<file path="config.mk">
export PLATFORM = sky130hd
export DESIGN_NAME = control_pipe
export DESIGN_NICKNAME = d
export VERILOG_FILES = /design/src/rtl/control_pipe.sv
export SDC_FILE = /design/constraint.sdc
export NUM_CORES = 1
export LEC_CHECK = 0
export BUFFER_PORTS_ARGS = -buffer_cell sky130_fd_sc_hd__buf_2
export CAP_MARGIN = 10
export CELL_PAD_IN_SITES_DETAIL_PLACEMENT = 0
export CELL_PAD_IN_SITES_GLOBAL_PLACEMENT = 1
export CORE_ASPECT_RATIO = 1.5
export CORE_MARGIN = 5
export CORE_UTILIZATION = 38
export CTS_BUF_LIST = sky130_fd_sc_hd__clkbuf_8
export CTS_CLUSTER_SIZE = 12
export DETAILED_ROUTE_END_ITERATION = 12
export PLACE_DENSITY_LB_ADDON = 0.1
export REMOVE_ABC_BUFFERS = 1
export SLEW_MARGIN = 40
export SYNTH_ARGS = -nofsm -noshare
export SYNTH_HDL_FRONTEND = slang
export SYNTH_SLANG_ARGS = --single-unit
</file>
<file path="constraint.sdc">
create_clock -name clk -period 1.8 [get_ports clk]
set_input_delay 0.09 -clock clk [delete_from_list [all_inputs] [get_ports clk]]
set_output_delay 0.09 -clock clk [all_outputs]
set_load 0.05 [all_outputs]
</file>
<file path="src/rtl/control_pipe.sv">
// Control pipe: decodes the ID instruction and carries its control bits through EX, MEM and WB.
// Load-use hazard detection is compiled in only when CONTROL_PIPE_LOAD_USE_STALL_EN is defined.
module control_pipe #(
    parameter int RD_W  = 5,
    parameter bit RV32E = 1'b0
) (
    input  logic            clk,
    input  logic            rst,
    input  logic [31:0]     instr_in,
    input  logic            id_valid,
    input  logic            flush_in,
    input  logic            stall_ext,
    output logic            id_stall,
    output logic            illegal_out,
    output logic            ex_valid,
    output logic            ex_branch,
    output logic            ex_jump,
    output logic            ex_jalr,
    output logic [1:0]      ex_ula_op,
    output logic [1:0]      ex_alu_src1,
    output logic [1:0]      ex_alu_src2,
    output logic            mem_valid,
    output logic            mem_rd,
    output logic            mem_wr,
    output logic            wb_valid,
    output logic            wb_reg_wr,
    output logic            wb_mux_reg_wr,
    output logic [RD_W-1:0] wb_rd
);

    typedef struct packed {
        logic            valid;
        logic            branch;
        logic            jump;
        logic            jalr;
        logic [1:0]      ula_op;
        logic [1:0]      src1;
        logic [1:0]      src2;
        logic            mem_rd;
        logic            mem_wr;
        logic            reg_wr;
        logic            mux;
        logic [RD_W-1:0] rd;
    } ex_t;

    typedef struct packed {
        logic            valid;
        logic            mem_rd;
        logic            mem_wr;
        logic            reg_wr;
        logic            mux;
        logic [RD_W-1:0] rd;
    } mem_t;

    typedef struct packed {
        logic            valid;
        logic            reg_wr;
        logic            mux;
        logic [RD_W-1:0] rd;
    } wb_t;

    ex_t  ex_d,  ex_q;
    mem_t mem_d, mem_q;
    wb_t  wb_d,  wb_q;

    ex_t  dec;
    logic known, uses_rs1, uses_rs2, writes_rd, rv32e_bad;

    logic [6:0]      opcode;
    logic [RD_W-1:0] rd_f;
    logic            unused_instr;

    assign opcode       = instr_in[6:0];
    assign rd_f         = instr_in[7 +: RD_W];
    assign unused_instr = ^instr_in[31:12];

    always_comb begin
        dec       = '0;
        known     = 1'b1;
        uses_rs1  = 1'b1;
        uses_rs2  = 1'b0;
        writes_rd = 1'b1;
        case (opcode)
            7'b0110011: begin dec.ula_op = 2'b10; uses_rs2 = 1'b1; end
            7'b0010011: begin dec.ula_op = 2'b10; dec.src2 = 2'b01; end
            7'b0000011: begin dec.src2 = 2'b01; dec.mem_rd = 1'b1; dec.mux = 1'b1; end
            7'b0100011: begin dec.src2 = 2'b01; dec.mem_wr = 1'b1; uses_rs2 = 1'b1; writes_rd = 1'b0; end
            7'b1100011: begin dec.ula_op = 2'b01; dec.branch = 1'b1; uses_rs2 = 1'b1; writes_rd = 1'b0; end
            7'b0110111: begin dec.src1 = 2'b10; dec.src2 = 2'b01; uses_rs1 = 1'b0; end
            7'b0010111: begin dec.src1 = 2'b01; dec.src2 = 2'b01; uses_rs1 = 1'b0; end
            7'b1101111: begin dec.src1 = 2'b01; dec.src2 = 2'b10; dec.jump = 1'b1; uses_rs1 = 1'b0; end
            7'b1100111: begin dec.src1 = 2'b01; dec.src2 = 2'b10; dec.jump = 1'b1; dec.jalr = 1'b1; end
            default:    begin known = 1'b0; uses_rs1 = 1'b0; writes_rd = 1'b0; end
        endcase
        dec.valid  = 1'b1;
        // wb_rd only carries a real destination; x0 never gets a write enable
        dec.rd     = writes_rd ? rd_f : '0;
        dec.reg_wr = writes_rd && (rd_f != '0);
    end

    // RV32E has 16 registers, so bit 4 of any used register field is out of range
    assign rv32e_bad   = RV32E && ((writes_rd && instr_in[11]) ||
                                   (uses_rs1 && instr_in[19]) ||
                                   (uses_rs2 && instr_in[24]));
    assign illegal_out = id_valid && (!known || rv32e_bad);

`ifdef CONTROL_PIPE_LOAD_USE_STALL_EN
    logic [RD_W-1:0] rs1_f, rs2_f;
    assign rs1_f    = instr_in[15 +: RD_W];
    assign rs2_f    = instr_in[20 +: RD_W];
    assign id_stall = id_valid && ex_q.valid && ex_q.mem_rd && (ex_q.rd != '0) &&
                      ((uses_rs1 && (rs1_f == ex_q.rd)) || (uses_rs2 && (rs2_f == ex_q.rd)));
`else
    assign id_stall = 1'b0;
`endif

    always_comb begin
        ex_d  = ex_q;
        mem_d = mem_q;
        wb_d  = wb_q;
        if (!stall_ext) begin
            ex_d         = (flush_in || id_stall || !id_valid || illegal_out) ? '0 : dec;
            mem_d.valid  = ex_q.valid;
            mem_d.mem_rd = ex_q.mem_rd;
            mem_d.mem_wr = ex_q.mem_wr;
            mem_d.reg_wr = ex_q.reg_wr;
            mem_d.mux    = ex_q.mux;
            mem_d.rd     = ex_q.rd;
            wb_d.valid   = mem_q.valid;
            wb_d.reg_wr  = mem_q.reg_wr;
            wb_d.mux     = mem_q.mux;
            wb_d.rd      = mem_q.rd;
        end
    end

    always_ff @(posedge clk) begin
        if (rst) begin
            ex_q  <= '0;
            mem_q <= '0;
            wb_q  <= '0;
        end else begin
            ex_q  <= ex_d;
            mem_q <= mem_d;
            wb_q  <= wb_d;
        end
    end

    assign ex_valid      = ex_q.valid;
    assign ex_branch     = ex_q.branch;
    assign ex_jump       = ex_q.jump;
    assign ex_jalr       = ex_q.jalr;
    assign ex_ula_op     = ex_q.ula_op;
    assign ex_alu_src1   = ex_q.src1;
    assign ex_alu_src2   = ex_q.src2;
    assign mem_valid     = mem_q.valid;
    assign mem_rd        = mem_q.mem_rd;
    assign mem_wr        = mem_q.mem_wr;
    assign wb_valid      = wb_q.valid;
    assign wb_reg_wr     = wb_q.reg_wr;
    assign wb_mux_reg_wr = wb_q.mux;
    assign wb_rd         = wb_q.rd;

endmodule

</file>
==> Word level (Yosys, flattened, before mapping) <==
Index checks and enable logic that the tools add are counted.
{ "totals": {"ff_bits": 37, "latchBits": 0, "mem_bits_rw": 0, "romBits": 0, "input_bits": 37, "out_inout_bits": 23, "word_cells": 56, "memories": 0} }
{ "op_classes": {"addsub": 0, "mul": 0, "div": 0, "order_cmp": 0, "eq_ne": 9, "n_shift": 0, "mux": 12, "n_bitwise": 0, "reduce_logical": 13} }
{ "ops": {"columns": ["op", "n"], "rows": [
  ["equality test 7 x 6 -> 1 bit (second input constant)", 3],
  ["equality test 7 bit (second input constant)", 3],
  ["two-way mux 19 bit", 1],
  ["equality test 7 x 5 -> 1 bit (second input constant)", 2],
  ["one-hot mux 2 bit (2 select lines)", 3],
  ["OR reduction 9 bit", 1],
  ["equality test 7 x 2 -> 1 bit (second input constant)", 1],
  ["two-way mux 1 bit", 7],
  ["OR reduction 7 bit", 1],
  ["two-way mux 5 bit", 1],
  ["nonzero test 5 bit", 1],
  ["OR reduction 5 bit", 1],
  ["OR reduction 2 bit", 2],
  ["OR reduction 3 bit", 1],
  ["logical AND 1 bit", 2],
  ["logical NOT 1 bit", 2],
  ["logical OR 1 bit", 2]
]} }

==> Longest topological paths before layout <==
Gate-level depths: netlist of run 1.
{ "depth": {"word_depth": 7, "depth_mapped": 5, "depth_no_buf": 4} }

==> Worst setup path before layout of run 1 <==
No wires, ideal clock.
{ "synth_path": {"kind": "register -> register", "start": "register ex_valid (netlist name)", "end": "register ex_q, in the netlist ex_valid", "setup_ns": 0.095, "arrival_time_ns": 1.148, "required_ns": 1.705, "path_slack_ns": 0.557, "stages_incl_launch_ff": 5, "n_path_buf": 0, "period_less_slack_ns": 1.243, "cell_sequence": "dfxtp_1 > nand2_1 > o21ai_0 > a21oi_1 > a221oi_1"} }
{ "synth_rtl": {"columns": ["element", "line_no", "source"], "rows": [
  ["end signal: assignment", "138", "ex_q <= '0;"],
  ["end signal: assignment", "142", "ex_q <= ex_d;"],
  ["end: declaration", "62", "ex_t ex_d, ex_q;"]
]} }

==> Worst setup path in the final report of run 1 <==
{ "layout_path": {"start": "input port instr_in[1]", "end": "output port illegal_out"} }
{ "layout_between": {"elab_chain_cells": 5, "word_cells_on_any_way": 13, "cone_classes": "eq/ne: 9; mux: 1; reduce/logical: 3"} }
{ "layout_lines": {"columns": ["element", "line_no", "source"], "rows": [
  ["start: declaration", "9", "input logic [31:0] instr_in,"],
  ["equality test 7 bit (tied with other cells)", "83", "case (opcode)"],
  ["OR reduction 9 bit (no source line) (*)", null, null],
  ["two-way mux 1 bit (*)", "83", null],
  ["logical NOT 1 bit (*)", "105", "assign illegal_out = id_valid && (!known || rv32e_bad);"],
  ["logical AND 1 bit (*)", "105", null],
  ["end: declaration", "14", "output logic illegal_out,"]
]} }
Mark *: on every way between the ends. The rest lies on a longest branch, timed or not.

==> run_results.csv, run 1 <==
group,metric,value,unit
clocking,postCtsSetupRepairBufs,0,
pwr,ir_drop,0.000588,V
yosys,synth-xor-area-share,0,%
route,viasPerCell,5.17,
worst_hold_path,hp-class,"in2reg",
yosys,ys_warn_count,0,
clocking,cts_tree,"built",
sta,clock.fmax,754,MHz
yosys,synth_top_family_by_area,"simple AND/OR/NAND/NOR gates",
pwr,powerDensity,845,nW/um^2
yosys,ys.flop_type,"dfxtp_1",
worst_setup_path,critPathMaxFanout,4,
floorplanning,core_area,3450,um^2
yosys,synth_edf_count,0,
cells_and_area,fin_area,1640,um^2
outcome,status,"finished clean",
sta,rsz0062_at_grt,"no",
clocking,htreeDepth,2,
yosys,yosys.area.top_type,"dfxtp_1",
clocking,clk_pin_slew,70,ps
yosys,synth.distinct_cells,34,
yosys,synth_area_leaders,"dfxtp_1 48%, mux2i_1 12%, nor2_1 7.7%",
yosys,synth_most_common_cell,"dfxtp_1",
sta,period_share,73.7,%
worst_setup_path,critPathMostFrequentCell,"buf_2",
cells_and_area,finalNonFillerCells,216,
clocking,clk_latency,280,ps
yosys,yosysSeqAreaShare,48.3,%
placed_design,dpl.hpwl,2210,um
cells_and_area,n_antenna_cell,0,
clocking,cts_root_buffer,"clkbuf_8",
floorplanning,io_pins,60,
yosys,post_synth_and_or_nand_nor_area_fraction,19.8,%
worst_setup_path,startpoint_type,"primary input",
clocking,cts_num_sinks,33,
placed_design,gp_congestion,0.730,
route,post-route-drc-count,0,
clocking,holdBufCountCts,0,
yosys,synthCells,138,
yosys,postSynthAreaPerCell,9.91,um^2
sta,setup-violations-final,0,
placed_design,port-buffer-count,38,
floorplanning,die_h,83.5,um
yosys,synthTopCellsByCount,"33 x dfxtp_1, 28 x nor2_1, 17 x mux2i_1",
floorplanning,dieArea,4920,um^2
yosys,synth-compound-area-share,12.6,%
worst_setup_path,crit_path_end_kind,"output port",
yosys,ys_ff_latch,33,
pwr,power,1.39,mW
yosys,post-synth-top-area-fraction,48.3,%
yosys,synth_adder_area_share,0,%
pwr,p_leak,0.747,nW
route,wire_per_inst,13.5,um
grt,grt_pass1_vias,1097,
grt,grt_overflow_total,0,
route,firstDrtPassIters,4,
clocking,numCtsBuffers,5,
sta,tns,0,ps
cells_and_area,layout.nets,210,
grt,grt_max_degree,19,
worst_setup_path,crit_slowest_cell,"nor4b_2",
yosys,syn_area,1370,um^2
placed_design,post_dp_cell_area,1550,um^2
floorplanning,dieWidth,59.0,um
grt,grt_util_all_layers,12.7,%
cells_and_area,area_growth,19.9,%
floorplanning,initial_core_util,39.7,%
cells_and_area,utilization,47.6,%
sta,drv_slew,0,
worst_setup_path,crit_chain,"buf_2 -> nand2_1 -> nor4b_2 -> a31oi_1 -> and3_1 -> buf_2",
job,drv_cap,0,
sta,fin_crit,1330,ps
route,drt_wl_total,2920,um
sta,fin_skew,3.43,ps
worst_setup_path,cp_data_arrival_time,1240,ps
worst_setup_path,cpPeakStageDelay,390,ps
route,ant_nets,0,
yosys,synth.area.mux_share,13.3,%
worst_setup_path,worstSetupPathType,"in2out",
worst_setup_path,crit_family,"simple AND/OR/NAND/NOR gates",
route,num_vias,1117,
sta,hold_viol,0,
worst_setup_path,required,1710,ps
yosys,async_flop_share,0,%
worst_setup_path,path_buf_inv,2,
placed_design,dp.cells,208,
clocking,ctsResizeCount,0,
route,drt_iter0_drc,12,
cells_and_area,layout-drive-gt1-share,31.0,%
grt,grt_pass1_wl,4900,um
floorplanning,core.rowCount,26,
clocking,cts_buffer_depth,2,
grt,grt_antenna_before_repair,0,
## logic make-up (layout without fill, tap and decap cells)
family | after synthesis | in the layout
AND/OR/NAND/NOR | 50 | 50
flip-flops | 33 | 33
AO/OA/AOI/OAI | 23 | 23
multiplexers | 18 | 18
buffers and inverters | 13 | 49
other | 1 | 1
## area by class of cell
cell class / count / area [um^2]
Fill cell: 366 / 1810
Timing Repair Buffer: 41 / 213
Sequential cell: 33 / 661
Clock inverter: 3 / 17.5
Multi-Input combinational cell: 92 / 628
Clock buffer: 5 / 68.8
Tap cell: 42 / 52.6
## final timing paths
| path | start | endpoint | slack, ps | cells past startpoint |
|---|---|---|---|---|
| hold reg to reg | ex_q[6]$_SDFFE_PP0N_ | ex_q[6]$_SDFFE_PP0N_ | 460 | 2 |
| hold / removal | instr_in[8] | ex_q[1]$_SDFFE_PP0N_ | 30 | 2 |
| setup / recovery | instr_in[1] | illegal_out | 470 | 6 |
| setup reg to reg | ex_valid$_SDFFE_PP0N_ | ex_valid$_SDFFE_PP0N_ | 830 | 4 |
## through the flow
step	hold slack [ps]	setup WS, ps
floorplan	159	552
global placement	317	457
detailed placement	319	463
CTS	21.3	456
global route	19.0	382
finish	27.6	474
## cells in the final DEF (no fill, tap or decap), types with 2 or more instances in the layout
master and n:
buf_2 38, dfxtp_1 33, nor2_1 28, mux2i_1 17
nand2_1 7, a32oi_1 6, a22o_1 5, clkbuf_8 5
a21oi_1 3, buf_4 3, nor2b_1 2, o21ai_1 2
clkinv_2 2
## sequential cells by signal, indices dropped and copies added (netlist names), 2 cells and up
name	cells
ex_alu_src1	2
ex_q	8
mem_q	6
wb_rd	5
## per-layer routing
metal	GRT usage, %	part of all wire [%]
met3	4.02	7.6
met4	6.19	1.4
met2	21.6	50
met1	13.6	41
met5	0	0
## power breakdown
| part | switching [mW] | total, mW | internal, mW |
|---|---|---|---|
| Clock | 0.271 | 0.538 | 0.266 |
| Sequential | 0.000999 | 0.733 | 0.732 |
| Combinational | 0.0747 | 0.116 | 0.0409 |
| Total | 0.347 | 1.39 | 1.04 |
No activity file was read; power rests on OpenSTA's default activity.
==> inputs of run 2 (changes only) <==
- ABC_AREA: not set -> 1
- CORE_UTILIZATION: 38 -> 31
- clock period: 1.8 -> 1.1 ns (I/O delays scaled with it)
==> run 2 against run 1 <==
Effect of this change:
- core utilization fell by 5.7 points
- synthesized cell count grew 54%
- clock power grew 120%
- clock skew hardly changed
- sequential share of layout area down 8.0 points
- sequential power grew 64%
- power is 91% higher
- register-to-register slack got worse by 390 ps
- combinational power up 130%
- worst hold slack better by 100 ps
- critical endpoint unchanged
==> run_results.csv, run 2 <==
group,metric,value,unit
worst_setup_path,crit_chain,"buf_2 -> inv_2 -> nand2_2 -> nor2_4 -> nand2_1 -> nand2_2 -> nor2_8 -> nand2_8 -> inv_1 -> buf_6",
cells_and_area,final_cell_mix,"60 x nand2_1, 37 x buf_2, 33 x dfxtp_1",
sta,setup-violations-final,0,
clocking,htreeDepth,2,
clocking,numCtsBuffers,5,
route,firstDrtPassIters,4,
placed_design,dpl.hpwl,2590,um
placed_design,gp_congestion,0.783,
yosys,synthTopCellsByCount,"62 x nand2_1, 33 x dfxtp_1, 26 x a21oi_1",
worst_setup_path,r2r_slack,440,ps
grt,grt_overflow_total,0,
sta,drv_slew,0,
clocking,cts_root_buffer,"clkbuf_8",
floorplanning,initial_core_util,32.1,%
worst_hold_path,hp-start,"flush_in",
placed_design,port-buffer-count,38,
clocking,clk_pin_slew,70,ps
sta,fin_skew,3.12,ps
floorplanning,die_h,97.1,um
yosys,ys.flop_type,"dfxtp_1",
grt,grt_pass1_vias,1291,
sta,period_share,93.9,%
placed_design,post_dp_cell_area,1860,um^2
yosys,synth.distinct_cells,22,
yosys,synth_adder_area_share,0,%
yosys,async_flop_share,0,%
worst_setup_path,critPathMaxFanout,8,
worst_hold_path,hold_path_depth,4,
pwr,combinationalPowerShare,10.2,%
yosys,post-synth-top-area-fraction,42.1,%
pwr,seq_power_share,45.4,%
route,drt_wl_total,3640,um
clocking,cts_tree,"built",
yosys,post_synth_and_or_nand_nor_area_fraction,39.7,%
worst_setup_path,cpPeakStageDelay,150,ps
cells_and_area,final_common_cell,"nand2_1",
worst_setup_path,crit_slowest_cell,"buf_6",
yosys,yosysSeqAreaShare,42.1,%
grt,grt_antenna_before_repair,0,
cells_and_area,area_growth,30.5,%
yosys,ys_ff_latch,33,
grt,grt_pass1_wl,6000,um
clocking,clk_latency,280,ps
cells_and_area,largest_reg_flops,8,
cells_and_area,top_register,"ex_q",
route,viasPerCell,4.20,
yosys,synth.area.mux_share,0,%
floorplanning,dieWidth,68.1,um
yosys,synthCells,213,
sta,hold_slack,131,ps
cells_and_area,layout.nets,298,
worst_setup_path,rr_startpoint,"ex_ula_op[1]$_SDFFE_PP0N_",
pwr,internal_power,2.02,mW
yosys,synth_area_leaders,"dfxtp_1 42%, nand2_1 15%, a21oi_1 8.3%",
cells_and_area,fin_area,2050,um^2
floorplanning,io_pins,60,
sta,clock.fmax,968,MHz
pwr,powerDensity,1290,nW/um^2
floorplanning,core.rowCount,31,
floorplanning,core_area,4890,um^2
clocking,cts_num_sinks,33,
clocking,holdBufCountCts,0,
worst_setup_path,worstSetupPathType,"in2out",
outcome,status,"finished clean",
sta,hold_viol,0,
route,drt_iter0_drc,84,
grt,grt_max_degree,34,
floorplanning,dieArea,6610,um^2
pwr,p_leak,0.896,nW
worst_setup_path,critPathMostFrequentCell,"nand2_2",
cells_and_area,layout-drive-gt1-share,38.9,%
cells_and_area,fill_cells,558,
pwr,ir_drop,0.000475,V
pwr,switching_share,23.4,%
yosys,syn_area,1570,um^2
yosys,synth-compound-area-share,8.78,%
worst_hold_path,hp-class,"in2reg",
job,drv_cap,0,
route,post-route-drc-count,0,
yosys,synth-xor-area-share,0,%
yosys,ys_warn_count,0,
worst_setup_path,regToRegEndpoint,"ex_ula_op[1]$_SDFFE_PP0N_",
yosys,postSynthAreaPerCell,7.36,um^2
route,ant_nets,0,
pwr,p_clk_share,44.5,%
yosys,yosys.area.top_type,"dfxtp_1",
worst_setup_path,required,1040,ps
worst_setup_path,reg2reg_depth,4,
worst_setup_path,cp_data_arrival_time,980,ps
yosys,synth_most_common_cell,"nand2_1",
yosys,synth_top_family_by_area,"simple AND/OR/NAND/NOR gates",
route,num_vias,1376,
yosys,synth_edf_count,0,
worst_setup_path,startpoint_type,"primary input",
cells_and_area,n_antenna_cell,0,
sta,fin_crit,1030,ps
clocking,cts_buffer_depth,2,
worst_setup_path,crit_path_end_kind,"output port",
worst_hold_path,worstHoldEndpoint,"ex_q[8]$_SDFFE_PP0N_",
route,wire_per_inst,11.1,um
pwr,p_switching,0.618,mW
grt,grt_util_all_layers,11.9,%
run 2: worst max-delay path, delay by kind of cell:
kind / cells / cell delay [ps]
simple gates: 6 / 540
buf+inv: 4 / 380
run 2: final cells by class:
class / count / area (um^2) / share of cell area, %
Timing Repair Buffer: 57 / 352 / 17.2
Multi-Input combinational cell: 149 / 778 / 38.0
Clock buffer: 6 / 82.6 / 4.04
Sequential cell: 33 / 661 / 32.3
Inverter: 15 / 56.3 / 2.75
Tap cell: 66 / 82.6 / 4.04
Clock inverter: 2 / 33.8 / 1.65
run 2: layer usage:
| metal | global-route usage, % | vias up | routed length (um) |
|---|---|---|---|
| met1 | 14.3 | 593 | 1570 |
| met5 | 0 | - | 0 |
| met2 | 19.1 | 28 | 1810 |
| met4 | 5.97 | 0 | 109 |
| li1 | - | 747 | - |
| met3 | 2.78 | 8 | 153 |
run 2: logic make-up (layout without fill, tap and decap cells):
family / after synthesis / after routing
and+or+nand+nor: 121 / 121
buffers and inverters: 31 / 80
AOI/OAI and AO/OA: 27 / 27
DFF: 33 / 33
other: 1 / 1
run 2: worst max-delay path by stage:
| stage | cells past startpoint | slack (ps) | to | startpoint |
|---|---|---|---|---|
| floorplan | 2 | -150 | ex_branch$_SDFFE_PP0N_ | ex_branch$_SDFFE_PP0N_ |
| global placement | 12 | -70 | ex_q[6]$_SDFFE_PP0N_ | instr_in[4] |
| detailed placement | 12 | -70 | ex_q[6]$_SDFFE_PP0N_ | instr_in[6] |
| CTS | 10 | 8 | illegal_out | instr_in[6] |
| global route | 10 | -10 | illegal_out | instr_in[4] |
| finish | 10 | 70 | illegal_out | instr_in[4] |
run 2: repair_timing:
action | in CTS | in global routing
setup buffers | 0 | 6
setup endpoints to repair | 1 | 1
gates cloned | 0 | 0
gates resized for setup | 1 | 6
pin swaps | 0 | 3
run 2: power by group through the flow:
stage          clock, mW  combinational, mW  sequential, mW
2_1_floorplan          0              0.111            1.23
3_3_place_gp           0              0.251            1.23
3_5_place_dp           0              0.250            1.23
4_1_cts             1.22              0.252            1.20
5_1_grt             1.27              0.294            1.20
6_report            1.17              0.269            1.20
run 2: stage by stage:
stage | TNS (ps) | instances | power [mW] | util (%) | setup slack [ps]
2_1_floorplan | -296 | 197 | 1.34 | - | -148
3_3_place_gp | -545 | 314 | 1.48 | 38.1 | -72.2
3_5_place_dp | -576 | 314 | 1.48 | 38.1 | -71.5
4_1_cts | 0 | 322 | 2.67 | 40.6 | 8.49
5_1_grt | -9.73 | 328 | 2.76 | 41.9 | -9.73
6_report | 0 | 328 | 2.64 | 41.9 | 67.4
